File: config.mk
export PLATFORM = sky130hd
export DESIGN_NAME = lcd_line_scheduler
export DESIGN_NICKNAME = d
export VERILOG_FILES = /design/src/rtl/lcd_line_scheduler.sv
export SDC_FILE = /design/constraint.sdc
export NUM_CORES = 1
export LEC_CHECK = 0
export ABC_CLOCK_PERIOD_IN_PS = 1730
export BUFFER_PORTS_ARGS = -buffer_cell sky130_fd_sc_hd__clkbuf_2
export CAP_MARGIN = 20
export CORE_AREA = 2 2 61 92
export DETAILED_ROUTE_END_ITERATION = 7
export DIE_AREA = 0 0 63 94
export GPL_TIMING_DRIVEN = 0
export PLACE_DENSITY = 0.72
export RECOVER_POWER = 50
export SYNTH_ARGS = -nofsm -noshare
export SYNTH_HDL_FRONTEND = slang
export SYNTH_SLANG_ARGS = --single-unit
File: constraint.sdc
create_clock -name CLK -period 1.73 [get_ports CLK]
set_input_delay 0.2595 -clock CLK [delete_from_list [all_inputs] [get_ports CLK]]
set_output_delay 0.2595 -clock CLK [all_outputs]
set_load 0.02 [all_outputs]
File: src/rtl/lcd_line_scheduler.sv
// Per-scanline arbiter for the LCD line FIFO write port.
// Sequences one active line of bytes from host or pattern source.
module lcd_line_scheduler #(
  parameter int          LINE_BYTES = 1600,
  parameter int          STALL_MAX  = 64,
  parameter logic [7:0]  PAD_BYTE   = 8'h00
) (
  input  logic        CLK,
  input  logic        RST,
  input  logic        HSYNC,
  input  logic        VSYNC,
  input  logic [1:0]  mode,
  input  logic        host_valid,
  input  logic [7:0]  host_data,
  output logic        host_ready,
  input  logic        pat_valid,
  input  logic [7:0]  pat_data,
  output logic        pat_ready,
  input  logic        fifo_afull,
  output logic        FIFOWe,
  output logic [7:0]  RGBData,
  output logic [10:0] line_cnt,
  output logic        line_err,
  output logic        busy
);

  localparam int          SW = $clog2(STALL_MAX + 1);
  localparam logic [10:0] LB = 11'(LINE_BYTES);
  localparam logic [SW-1:0] SM = SW'(STALL_MAX);

  typedef enum logic [2:0] {
    IDLE,
    ARB,
    XFER,
    PAD,
    DONE
  } state_t;

  state_t        state, state_nx;
  logic          src_pat, src_pat_nx;
  logic [10:0]   byte_cnt, byte_nx;
  logic [SW-1:0] stall_cnt, stall_nx;
  logic          hsync_q;
  logic          rr_toggle;
  logic          wr_nx;
  logic [7:0]    data_nx;
  logic          err_nx;
  logic          done;
  logic          line_start;
  logic          sync_any;
  logic          rdy;

  assign line_start = hsync_q & ~HSYNC & ~VSYNC;
  assign sync_any   = HSYNC | VSYNC;
  assign rdy        = ~fifo_afull;
  assign busy       = (state == ARB) || (state == XFER) || (state == PAD);

  // Next-state, handshake and write-pipeline decode
  always_comb begin
    state_nx   = state;
    src_pat_nx = src_pat;
    byte_nx    = byte_cnt;
    stall_nx   = stall_cnt;
    host_ready = 1'b0;
    pat_ready  = 1'b0;
    wr_nx      = 1'b0;
    data_nx    = RGBData;
    err_nx     = 1'b0;
    done       = 1'b0;
    case (state)
      IDLE: begin
        if (line_start) state_nx = ARB;
      end
      ARB: begin
        if (sync_any) begin
          state_nx = IDLE;
          err_nx   = 1'b1;
        end else begin
          case (mode)
            2'b00:   src_pat_nx = 1'b0;
            2'b01:   src_pat_nx = 1'b1;
            2'b10:   src_pat_nx = rr_toggle;
            default: src_pat_nx = ~host_valid;
          endcase
          byte_nx  = '0;
          stall_nx = '0;
          state_nx = XFER;
        end
      end
      XFER: begin
        if (sync_any) begin
          state_nx = IDLE;
          err_nx   = 1'b1;
        end else begin
          host_ready = rdy & ~src_pat;
          pat_ready  = rdy & src_pat;
          if ((host_ready & host_valid) | (pat_ready & pat_valid)) begin
            wr_nx    = 1'b1;
            data_nx  = src_pat ? pat_data : host_data;
            byte_nx  = byte_cnt + 11'd1;
            stall_nx = '0;
            if (byte_cnt + 11'd1 == LB) state_nx = DONE;
          end else if (host_ready) begin
            stall_nx = stall_cnt + 1'b1;
            if (stall_cnt + 1'b1 == SM) state_nx = PAD;
          end
        end
      end
      PAD: begin
        if (sync_any) begin
          state_nx = IDLE;
          err_nx   = 1'b1;
        end else if (rdy) begin
          wr_nx   = 1'b1;
          data_nx = PAD_BYTE;
          byte_nx = byte_cnt + 11'd1;
          if (byte_cnt + 11'd1 == LB) state_nx = DONE;
        end
      end
      DONE: begin
        done     = 1'b1;
        state_nx = IDLE;
      end
      default: state_nx = IDLE;
    endcase
  end

  // State, counters and registered FIFO write port
  always_ff @(posedge CLK or posedge RST) begin
    if (RST) begin
      state     <= IDLE;
      src_pat   <= 1'b0;
      byte_cnt  <= '0;
      stall_cnt <= '0;
      hsync_q   <= 1'b0;
      FIFOWe    <= 1'b0;
      RGBData   <= 8'h00;
      line_err  <= 1'b0;
    end else begin
      state     <= state_nx;
      src_pat   <= src_pat_nx;
      byte_cnt  <= byte_nx;
      stall_cnt <= stall_nx;
      hsync_q   <= HSYNC;
      FIFOWe    <= wr_nx;
      RGBData   <= data_nx;
      line_err  <= err_nx;
    end
  end

  // Completed-line count and round-robin bit, cleared by frame blanking
  always_ff @(posedge CLK or posedge RST) begin
    if (RST) begin
      line_cnt  <= '0;
      rr_toggle <= 1'b0;
    end else if (VSYNC) begin
      line_cnt  <= '0;
      rr_toggle <= 1'b0;
    end else if (done) begin
      if (line_cnt != 11'd2047) line_cnt <= line_cnt + 11'd1;
      rr_toggle <= ~rr_toggle;
    end
  end

endmodule

==> impl_metrics.yaml, run 1 <==
synth:
  syn_nets: 295
  syn_inst: 267
  ys_seq_area_share_pct: 46.18
  synth-simple-area-share_pct: 24.47
  yosysUniqueCellTypes: 50
  synth_top_family_by_area: "simple AND/OR/NAND/NOR gates"
  synth_fa_ha_area_share_pct: 1.539
  synth-main-ff-cell: "dfrtp_1"
  async_reset_ff_share_pct: 100.0
  ys_ff_latch: 45
  synth_compound_area_share_pct: 17.03
  synth-xor-area-share_pct: 3.592
  synth_mux_area_share_pct: 4.310
  yosysWarnings: 0
  synth_enable_flop_cells: 0
  synth_area_mm2: 0.002439
  syn_avg_cell_area_um2: 9.133
power_and_ir_drop:
  ir_drop_mv: 0.8046
  p_per_area_mw_per_mm2: 964.4
  power.static_leakage_nw: 1.439
global_route:
  gr-total-overflow: 0
  grt.total_usage_pct: 21.20
  grt_pass1_wl_um: 10010
  grt_start_max_net_pins: 27
  grt_pass1_vias: 2277
  antenna_found_initial: 0
sta:
  fin_setup_tns_ns: -0.5507
  holdWs_ns: 0.1477
  fmax_mhz: 505.3
  worst_slack_ns: -0.2492
  rsz0062_at_grt: "yes"
  finalHoldViolations: 0
  fin_crit_ns: 1.979
  setup_violations: 7
  period_share_pct: 114.4
  relSlewSlack_pct: 49.37
  worst_pin_slew_ns: 0.7586
  slew_violations: 0
  clock_skew_ns: 0.008633
layout:
  area_growth_pct: 36.17
  num-fill-cells: 449
  seq_area_mm2: 0.001137
  num_antenna_cells: 0
  final_nets: 376
  multiInputGateArea_mm2: 0.001426
  final_layout_size_suffix_gt1_share_pct: 34.96
  postLayoutCoreUtil_pct: 65.31
  final_cells: 417
setup_path:
  path_cells: "buf_6 -> nand4_1 -> or4b_1 -> a221o_1 -> o2111ai_1 -> a211oi_1"
  worstPathRequired_ns: 1.91
  criticalPathCategory: "register to register"
  crit_fanout: 4
  worst_setup_path_end_kind: "register"
  cpMaxStageDelayCell: "or4b_1"
  critPathCapture: "state[0]$_DFFE_PP0P_"
  crit_cells: 6
  r2r_cells: 6
  r2r-end: "state[0]$_DFFE_PP0P_"
  crit_start: "byte_cnt[0]$_DFFE_PP0P_"
  cp_top_family: "compound AO/OA/AOI/OAI gates"
  rrSetupSlack_ns: -0.25
  path_buf_inv: 1
  crit_arrival_ns: 2.16
  slowest_delay_ns: 0.50
  worstReg2RegStart: "byte_cnt[0]$_DFFE_PP0P_"
  startpoint_type: "register"
floorplan:
  dieWidth_um: 63
  core_mm2: 0.005085
  initial_core_util_pct: 47.96
  die_h_um: 94
  ios: 49
  row_count: 32
  die-area_mm2: 0.005922
place:
  hpwl_um: 4074
  gp_congestion: 0.8532
  io_buffers: 48
  dp.cells: 384
outcome:
  status: "complete, but fails checks"
  failed_checks: "setup timing"
cts:
  cts_sinks: 45
  cts.clk_slew.worst_paths_ns: 0.09
  cts_buffers: 5
  clkLatencyLatePin_ns: 0.30
  clockRootBuffer: "clkbuf_8"
  cts_max_path_buffers: 2
  h-tree-depth: 2
  cts_tree: "yes"
routing:
  drt_iter0_drc: 93
  num_vias: 2373
  wl_um: 6667
  ant_nets: 0
  avgRoutedWirePerCell_um: 15.99
  dr.pass1.iters: 4
  vias_per_cell: 5.691
  drc: 0
min_path:
  hold_class: "input port to register"
job:
  maxCapViolCount: 0
-- sequential cells by signal, summed over array words and instances (netlist names), 3 cells and up --
register	count
RGBData	8
byte_cnt	11
line_cnt	11
stall_cnt	7
state	3
-- power by group --
| group | switching (W) | leakage, nW | internal, W |
|---|---|---|---|
| Clock | 0.000376 | 0.0585 | 0.000472 |
| Sequential | 0.000128 | 0.602 | 0.00120 |
| Combinational | 0.000582 | 0.778 | 0.000447 |
| Total | 0.00109 | 1.44 | 0.00212 |
-- worst min-delay path by stage --
stage,start,to,slack (ns),cells past startpoint
2_1_floorplan,HSYNC,hsync_q$_DFF_PP0_,0.29,0
5_1_grt,HSYNC,hsync_q$_DFF_PP0_,0.14,1
4_1_cts,HSYNC,hsync_q$_DFF_PP0_,0.15,1
3_5_place_dp,RST,line_cnt[10]$_DFFE_PP0P_,0.28,2
3_3_place_gp,HSYNC,hsync_q$_DFF_PP0_,0.44,1
6_report,HSYNC,hsync_q$_DFF_PP0_,0.15,1
-- layer usage --
metal / GRT usage, % / routed length (um) / part of all wire (%)
met2: 39.01 / 3655 / 55
met1: 23.81 / 2631 / 39
met3: 4.317 / 204 / 3.1
met4: 7.963 / 176 / 2.6
met5: 0 / 0 / 0
-- cell usage in the layout (no fill, tap or decap), types with 3 or more instances in the layout --
cell type	netlist	final
dfrtp_1	45	36
dfrtp_2	0	9
clkbuf_8	0	6
xnor2_1	8	8
nand3_1	9	7
nor2b_1	4	4
and3_1	3	3
a31oi_1	4	4
nor4_2	1	3
o21ai_0	32	27
a21oi_1	6	6
o21ai_1	4	6
nand2_1	30	29
nor3_1	9	7
nand2b_1	4	3
buf_6	0	6
o31ai_1	4	3
clkbuf_1	5	6
mux2i_1	9	9
o21ai_2	0	3
inv_1	9	9
nand4_1	9	9
buf_4	1	22
nor2_1	25	22
clkbuf_2	0	44
-- area by class of cell --
class / count / share of cell area [%]
timing repair buffer: 74 / 13.56
inverter: 9 / 1.017
clock buffer: 7 / 2.600
buffer: 8 / 2.148
multi-input combinational: 205 / 42.95
clock inverter: 1 / 0.9043
tap: 68 / 2.562
sequential: 45 / 34.25
-- worst reg2reg max path, stage by stage (launching register included) --
cell       delay [ns]
dfrtp_2          0.43
buf_6            0.12
nand4_1          0.11
or4b_1           0.50
a221o_1          0.37
o2111ai_1        0.23
a211oi_1         0.11
-- what timing repair did --
action	in CTS	in global routing
pin swaps	10	12
gates cloned	0	1
hold buffers	1	0
endpoints found under the hold margin	19	0
gates resized for setup	28	32
endpoints found under the setup margin	38	34
buffers inserted	12	11
-- metrics by stage --
stage / area [um2] / worst slack (ns) / power [W]
2_1_floorplan: 2489 / -0.1062 / 0.001851
3_3_place_gp: 2814 / -0.4238 / 0.002081
3_5_place_dp: 2834 / -0.4422 / 0.002109
4_1_cts: 3147 / -0.2067 / 0.003106
5_1_grt: 3321 / -0.3432 / 0.003365
6_report: 3321 / -0.2492 / 0.003203
-- synth_stat cells, types with 5 or more instances --
master	count	area (um2)
a21oi_1	6	30.03
clkbuf_1	5	18.77
dfrtp_1	45	1126
inv_1	9	33.78
mux2i_1	9	90.09
nand2_1	30	112.6
nand3_1	9	45.04
nand4_1	9	56.30
nor2_1	25	93.84
nor3_1	9	45.04
nor4_1	6	37.54
o21ai_0	32	160.2
xnor2_1	8	70.07
-- kinds of logic after synthesis --
family                   after synthesis
XOR/XNOR                              10
AND/OR/NAND/NOR                      115
multiplexers                          10
buffers and inverters                 17
adder cells (fa/ha/maj)                3
AO/OA/AOI/OAI                         67
flip-flops                            45
No activity file was read; power rests on OpenSTA's default activity.
==> inputs of run 2 (changes only) <==
--- a/config.mk
+++ b/config.mk
@@ -12,6 +12,7 @@
 export DETAILED_ROUTE_END_ITERATION = 7
 export DIE_AREA = 0 0 63 94
 export GPL_TIMING_DRIVEN = 0
+export MAX_ROUTING_LAYER = met4
 export PLACE_DENSITY = 0.72
 export RECOVER_POWER = 50
 export SYNTH_ARGS = -nofsm -noshare
==> run 2 against run 1 <==
Die area unchanged. Highest routed layer unchanged. Critical path depth unchanged. Routed wire length down 0.36%. Sequential power about the same. Clock skew shrank 0.0030 ns. Largest power group unchanged. Global-route usage grew 0.58 points. The flow still finishes with violations (setup timing). Critical endpoint unchanged. Clock power down 0.7%.
==> impl_metrics.yaml, run 2 (same netlist as run 1, synthesis figures left out) <==
layout:
  num-fill-cells: 449
  final_layout_size_suffix_gt1_share_pct: 34.96
  num_antenna_cells: 0
  final_nets: 376
  final_common_cell: "clkbuf_2"
  most-common-layout-cells: "clkbuf_2 (44), dfrtp_1 (36), nand2_1 (29)"
  area_growth_pct: 36.17
  seq_area_mm2: 0.001137
  multiInputGateArea_mm2: 0.001426
  reg_top3: "byte_cnt: 11 flops, line_cnt: 11 flops, RGBData: 8 flops"
  final_area_mm2: 0.003321
  final_cells: 417
cts:
  cts_sinks: 45
  cts_max_path_buffers: 2
  cts_buffers: 5
  cts_tree: "yes"
  h-tree-depth: 2
  clkLatencyLatePin_ns: 0.30
  cts.clk_slew.worst_paths_ns: 0.09
  clockRootBuffer: "clkbuf_8"
global_route:
  grtUsageMet2_pct: 39.01
  grt_pass1_wl_um: 10010
  grt.total_usage_pct: 21.79
  antenna_found_initial: 0
  grt_pass1_vias: 2277
  met3_usage_pct: 3.957
  use_met1_pct: 24.05
  grt_start_max_net_pins: 27
  top_usage_layer: "met2"
  gr-total-overflow: 0
setup_path:
  path_cells: "buf_6 -> nand4_1 -> or4b_1 -> a221o_1 -> o2111ai_1 -> a211oi_1"
  cp_top_family: "compound AO/OA/AOI/OAI gates"
  path_buf_inv: 1
  cpMaxStageDelayCell: "or4b_1"
  startpoint_type: "register"
  rrSetupSlack_ns: -0.26
  crit_arrival_ns: 2.17
  criticalPathCategory: "register to register"
  crit_fanout: 4
  slowest_delay_ns: 0.50
  worstPathRequired_ns: 1.91
  worst_setup_path_end_kind: "register"
floorplan:
  row_count: 32
  die-area_mm2: 0.005922
  initial_core_util_pct: 47.96
  core_mm2: 0.005085
  die_h_um: 94
  ios: 49
  dieWidth_um: 63
sta:
  setup_violations: 7
  period_share_pct: 114.8
  slew_violations: 0
  clock_skew_ns: 0.005606
  relSlewSlack_pct: 49.37
  worst_slack_ns: -0.2561
  fmax_mhz: 503.5
  worst_pin_slew_ns: 0.7586
  finalHoldViolations: 0
  fin_crit_ns: 1.986
  rsz0062_at_grt: "yes"
routing:
  drc: 0
  num_vias: 2415
  wl_um: 6643
  drt_iter0_drc: 91
  vias_per_cell: 5.791
  dr.pass1.iters: 4
  avgRoutedWirePerCell_um: 15.93
  ant_nets: 0
place:
  gp_congestion: 0.8668
  dp.cells: 384
  hpwl_um: 4074
  place_area_mm2: 0.002834
  io_buffers: 48
outcome:
  failed_checks: "setup timing"
  status: "complete, but fails checks"
min_path:
  hold_class: "input port to register"
power_and_ir_drop:
  power.static_leakage_nw: 1.439
  ir_drop_mv: 0.7993
  power_w: 0.003194
  p_per_area_mw_per_mm2: 961.8
job:
  maxCapViolCount: 0
==> run 2: where the power goes <==
group          internal, W  switching, W  total [W]
Sequential         0.00120      0.000126    0.00132
Combinational     0.000448      0.000582    0.00103
Clock             0.000471      0.000370   0.000842
==> run 2: layout make-up <==
cell class                 instances  area share, %
buffer                             8          2.148
clock buffer                       7          2.600
clock inverter                     1         0.9043
sequential                        45          34.25
tap                               68          2.562
multi-input combinational        205          42.95
inverter                           9          1.017
timing repair buffer              74          13.56
==> run 2: metal layers <==
metal	vias to the layer above	routed length, um
li1	1143	-
met1	1190	2518
met2	64	3721
met3	18	217
met4	0	185
met5	-	0
==> run 2: worst register-to-register path, stage by stage (launching register included) <==
cell and delay (ns):
dfrtp_2 0.43, buf_6 0.12, nand4_1 0.11, or4b_1 0.50
a221o_1 0.37, o2111ai_1 0.23, a211oi_1 0.11
==> run 2: timing repair <==
| action | CTS | global route |
|---|---|---|
| setup endpoints to repair | 38 | 34 |
| gates resized for setup | 28 | 32 |
| gates cloned | 0 | 1 |
| hold buffers | 1 | 0 |
| endpoints found under the hold margin | 19 | 0 |
| pin swaps | 10 | 12 |
| buffers inserted | 12 | 11 |
==> run 2: path summary, 6_finish.rpt <==
kind	depth (start not counted)	start	to
min in group asynchronous	3	RST	rr_toggle$_DFFE_PP0P_
max	6	byte_cnt[0]$_DFFE_PP0P_	state[0]$_DFFE_PP0P_
min	1	HSYNC	hsync_q$_DFF_PP0_
min reg2reg	2	RGBData[1]$_DFFE_PP0P_	RGBData[1]$_DFFE_PP0P_
max in group asynchronous	4	RST	byte_cnt[4]$_DFFE_PP0P_
max reg2reg	6	byte_cnt[0]$_DFFE_PP0P_	state[0]$_DFFE_PP0P_
==> run 2: through the flow <==
step	worst slack (ns)	hold WS (ns)	setup TNS (ns)	util [%]
floorplan	-0.1062	0.2909	-0.2406	-
global placement	-0.4238	0.4380	-12.72	55.34
detailed placement	-0.4422	0.2777	-4.484	55.73
CTS	-0.2067	0.1495	-0.6121	61.88
global route	-0.3432	0.1416	-2.335	65.31
finish	-0.2561	0.1461	-0.5707	65.31
==> inputs of run 3 (changes only) <==
--- a/config.mk
+++ b/config.mk
@@ -5,7 +5,7 @@
 export SDC_FILE = /design/constraint.sdc
 export NUM_CORES = 1
 export LEC_CHECK = 0
-export ABC_CLOCK_PERIOD_IN_PS = 1730
+export ABC_CLOCK_PERIOD_IN_PS = 2140
 export BUFFER_PORTS_ARGS = -buffer_cell sky130_fd_sc_hd__clkbuf_2
 export CAP_MARGIN = 20
 export CORE_AREA = 2 2 61 92
@@ -13,7 +13,7 @@
 export DIE_AREA = 0 0 63 94
 export GPL_TIMING_DRIVEN = 0
 export MAX_ROUTING_LAYER = met4
-export PLACE_DENSITY = 0.72
+export PLACE_DENSITY = 0.7
 export RECOVER_POWER = 50
 export SYNTH_ARGS = -nofsm -noshare
 export SYNTH_HDL_FRONTEND = slang
==> constraint.sdc (replaced) <==
create_clock -name CLK -period 2.14 [get_ports CLK]
set_input_delay 0.321 -clock CLK [delete_from_list [all_inputs] [get_ports CLK]]
set_output_delay 0.321 -clock CLK [all_outputs]
set_load 0.02 [all_outputs]
==> run 3 against run 2 <==
The flow now finishes without violations. Fmax decreased by 1.4%. Highest routed layer unchanged. Critical path depth stayed put. Global-route usage shrank 1.3 points. Final area fell by 13%. Routed wire length shrank 15%. Setup slack improved by 0.38 ns. Combinational power is 41% lower. Clock skew fell by 0.0014 ns. Via count is 7.1% lower. Sequential cell count unchanged. Total power down 32%. Largest cell class unchanged. Cell count decreased by 5.8%.
==> impl_metrics.yaml, run 3 (same netlist as run 1, synthesis figures left out) <==
sta:
  fmax_mhz: 496.3
  setup_violations: 0
  period_share_pct: 94.16
  relSlewSlack_pct: 29.80
  slew_violations: 0
  rsz0062_at_grt: "no"
  fin_setup_tns_ns: 0
  fin_crit_ns: 2.015
  clock_skew_ns: 0.004250
  worst_pin_slew_ns: 1.053
  finalHoldViolations: 0
cts:
  cts_buffers: 5
  cts_max_path_buffers: 2
  cts_tree: "yes"
  cts.clk_slew.worst_paths_ns: 0.08
  cts_sinks: 45
  h-tree-depth: 2
  clkLatencyLatePin_ns: 0.29
  clockRootBuffer: "clkbuf_8"
layout:
  num_antenna_cells: 0
  reg_top3: "byte_cnt: 11 flops, line_cnt: 11 flops, RGBData: 8 flops"
  final_common_cell: "dfrtp_1"
  final_layout_size_suffix_gt1_share_pct: 19.38
  area_growth_pct: 18.42
  most-common-layout-cells: "dfrtp_1 (43), clkbuf_2 (38), o21ai_0 (32)"
  final_nets: 354
  final_area_mm2: 0.002888
min_path:
  min_to: "hsync_q$_DFF_PP0_"
  hold_class: "input port to register"
  hold_depth: 1
  hold_path.startpoint: "HSYNC"
setup_path:
  worst_setup_path_end_kind: "register"
  r2r_cells: 6
  cp_top_family: "compound AO/OA/AOI/OAI gates"
  slowest_delay_ns: 0.43
  worstReg2RegStart: "byte_cnt[0]$_DFFE_PP0P_"
  cpMaxStageDelayCell: "dfrtp_2"
  rrSetupSlack_ns: 0.12
  crit_cells: 6
  path_cells: "ha_2 -> nand3_2 -> or2_1 -> a311oi_2 -> o2111ai_1 -> a211oi_2"
  crit_fanout: 7
  r2r-end: "state[0]$_DFFE_PP0P_"
  path_buf_inv: 0
  criticalPathCategory: "register to register"
  startpoint_type: "register"
  crit_arrival_ns: 2.23
  worstPathRequired_ns: 2.35
global_route:
  grt.total_usage_pct: 20.48
  top_usage_layer: "met2"
  gr-total-overflow: 0
  grt_start_max_net_pins: 43
  antenna_found_initial: 0
  use_met1_pct: 22.92
  grtUsageMet2_pct: 36.17
  grt_pass1_vias: 2098
  met3_usage_pct: 4.436
  grt_pass1_wl_um: 9397
routing:
  wl_um: 5632
  drt_iter0_drc: 60
  avgRoutedWirePerCell_um: 14.33
  vias_per_cell: 5.707
  dr.pass1.iters: 4
  ant_nets: 0
  drc: 0
  num_vias: 2243
floorplan:
  ios: 49
  row_count: 32
  dieWidth_um: 63
  core_mm2: 0.005085
  die-area_mm2: 0.005922
  initial_core_util_pct: 47.96
  die_h_um: 94
power_and_ir_drop:
  ir_drop_mv: 0.4101
  p_per_area_mw_per_mm2: 746.8
  power.static_leakage_nw: 1.239
job:
  maxCapViolCount: 0
place:
  io_buffers: 48
  gp_congestion: 0.8546
  hpwl_um: 4038
  place_area_mm2: 0.002784
outcome:
  status: "finished, final reports clean"
[run 3: cell count changes in the layout (fill, tap and decap cells not counted), sizes merged]
cell    previous run  this run
buf               30         5
bufinv             1         0
clkbuf            58        59
clkinv             0         1
[run 3: metal layers]
metal	vias up	wire length (um)	share of wire, %
li1	1094	-	-
met1	1089	2266	40
met2	52	3055	54
met3	8	227	4.0
met4	0	83	1.5
met5	-	0	0
[run 3: worst max path at each step]
stage,start,to,slack [ns]
after floorplan,byte_cnt[0]$_DFFE_PP0P_,state[0]$_DFFE_PP0P_,0.26
after global placement,byte_cnt[0]$_DFFE_PP0P_,state[0]$_DFFE_PP0P_,-0.10
after detailed placement,byte_cnt[0]$_DFFE_PP0P_,state[0]$_DFFE_PP0P_,-0.10
after CTS,byte_cnt[0]$_DFFE_PP0P_,state[0]$_DFFE_PP0P_,0.02
after global routing,byte_cnt[0]$_DFFE_PP0P_,state[0]$_DFFE_PP0P_,0.004
final,byte_cnt[0]$_DFFE_PP0P_,state[0]$_DFFE_PP0P_,0.12
[run 3: area by class of cell]
class	count	area, um2
Multi-Input combinational cell	205	1274
Buffer	8	36.28
Tap cell	68	85.08
Timing Repair Buffer	52	256.5
Clock buffer	5	68.82
Fill cell	491	2197
Inverter	9	33.78
Clock inverter	1	5.005
Sequential cell	45	1129
[run 3: timing repair]
item,CTS,global route
endpoints found under the hold margin,3,0
hold buffers,1,0
pin swaps,0,2
gates resized for setup,4,5
setup endpoints to repair,3,3
buffers inserted,0,2
[run 3: stage by stage]
stage	setup WS, ns	cells	utilization [%]	total power (W)	hold slack, ns
after floorplan	0.2581	267	-	0.001492	0.3524
after global placement	-0.1014	383	54.36	0.001674	0.4647
after detailed placement	-0.1048	384	54.75	0.001699	0.1879
after CTS	0.01740	391	56.87	0.002181	0.2084
after global routing	0.004422	393	56.79	0.002309	0.2445
final	0.1249	393	56.79	0.002157	0.2525
[run 3: report_power, final]
part | internal (W) | switching (W) | total (W)
clock | 0.000215 | 0.000267 | 0.000482
sequential | 0.000966 | 0.000101 | 0.00107
combinational | 0.000222 | 0.000385 | 0.000608
total | 0.00140 | 0.000753 | 0.00216
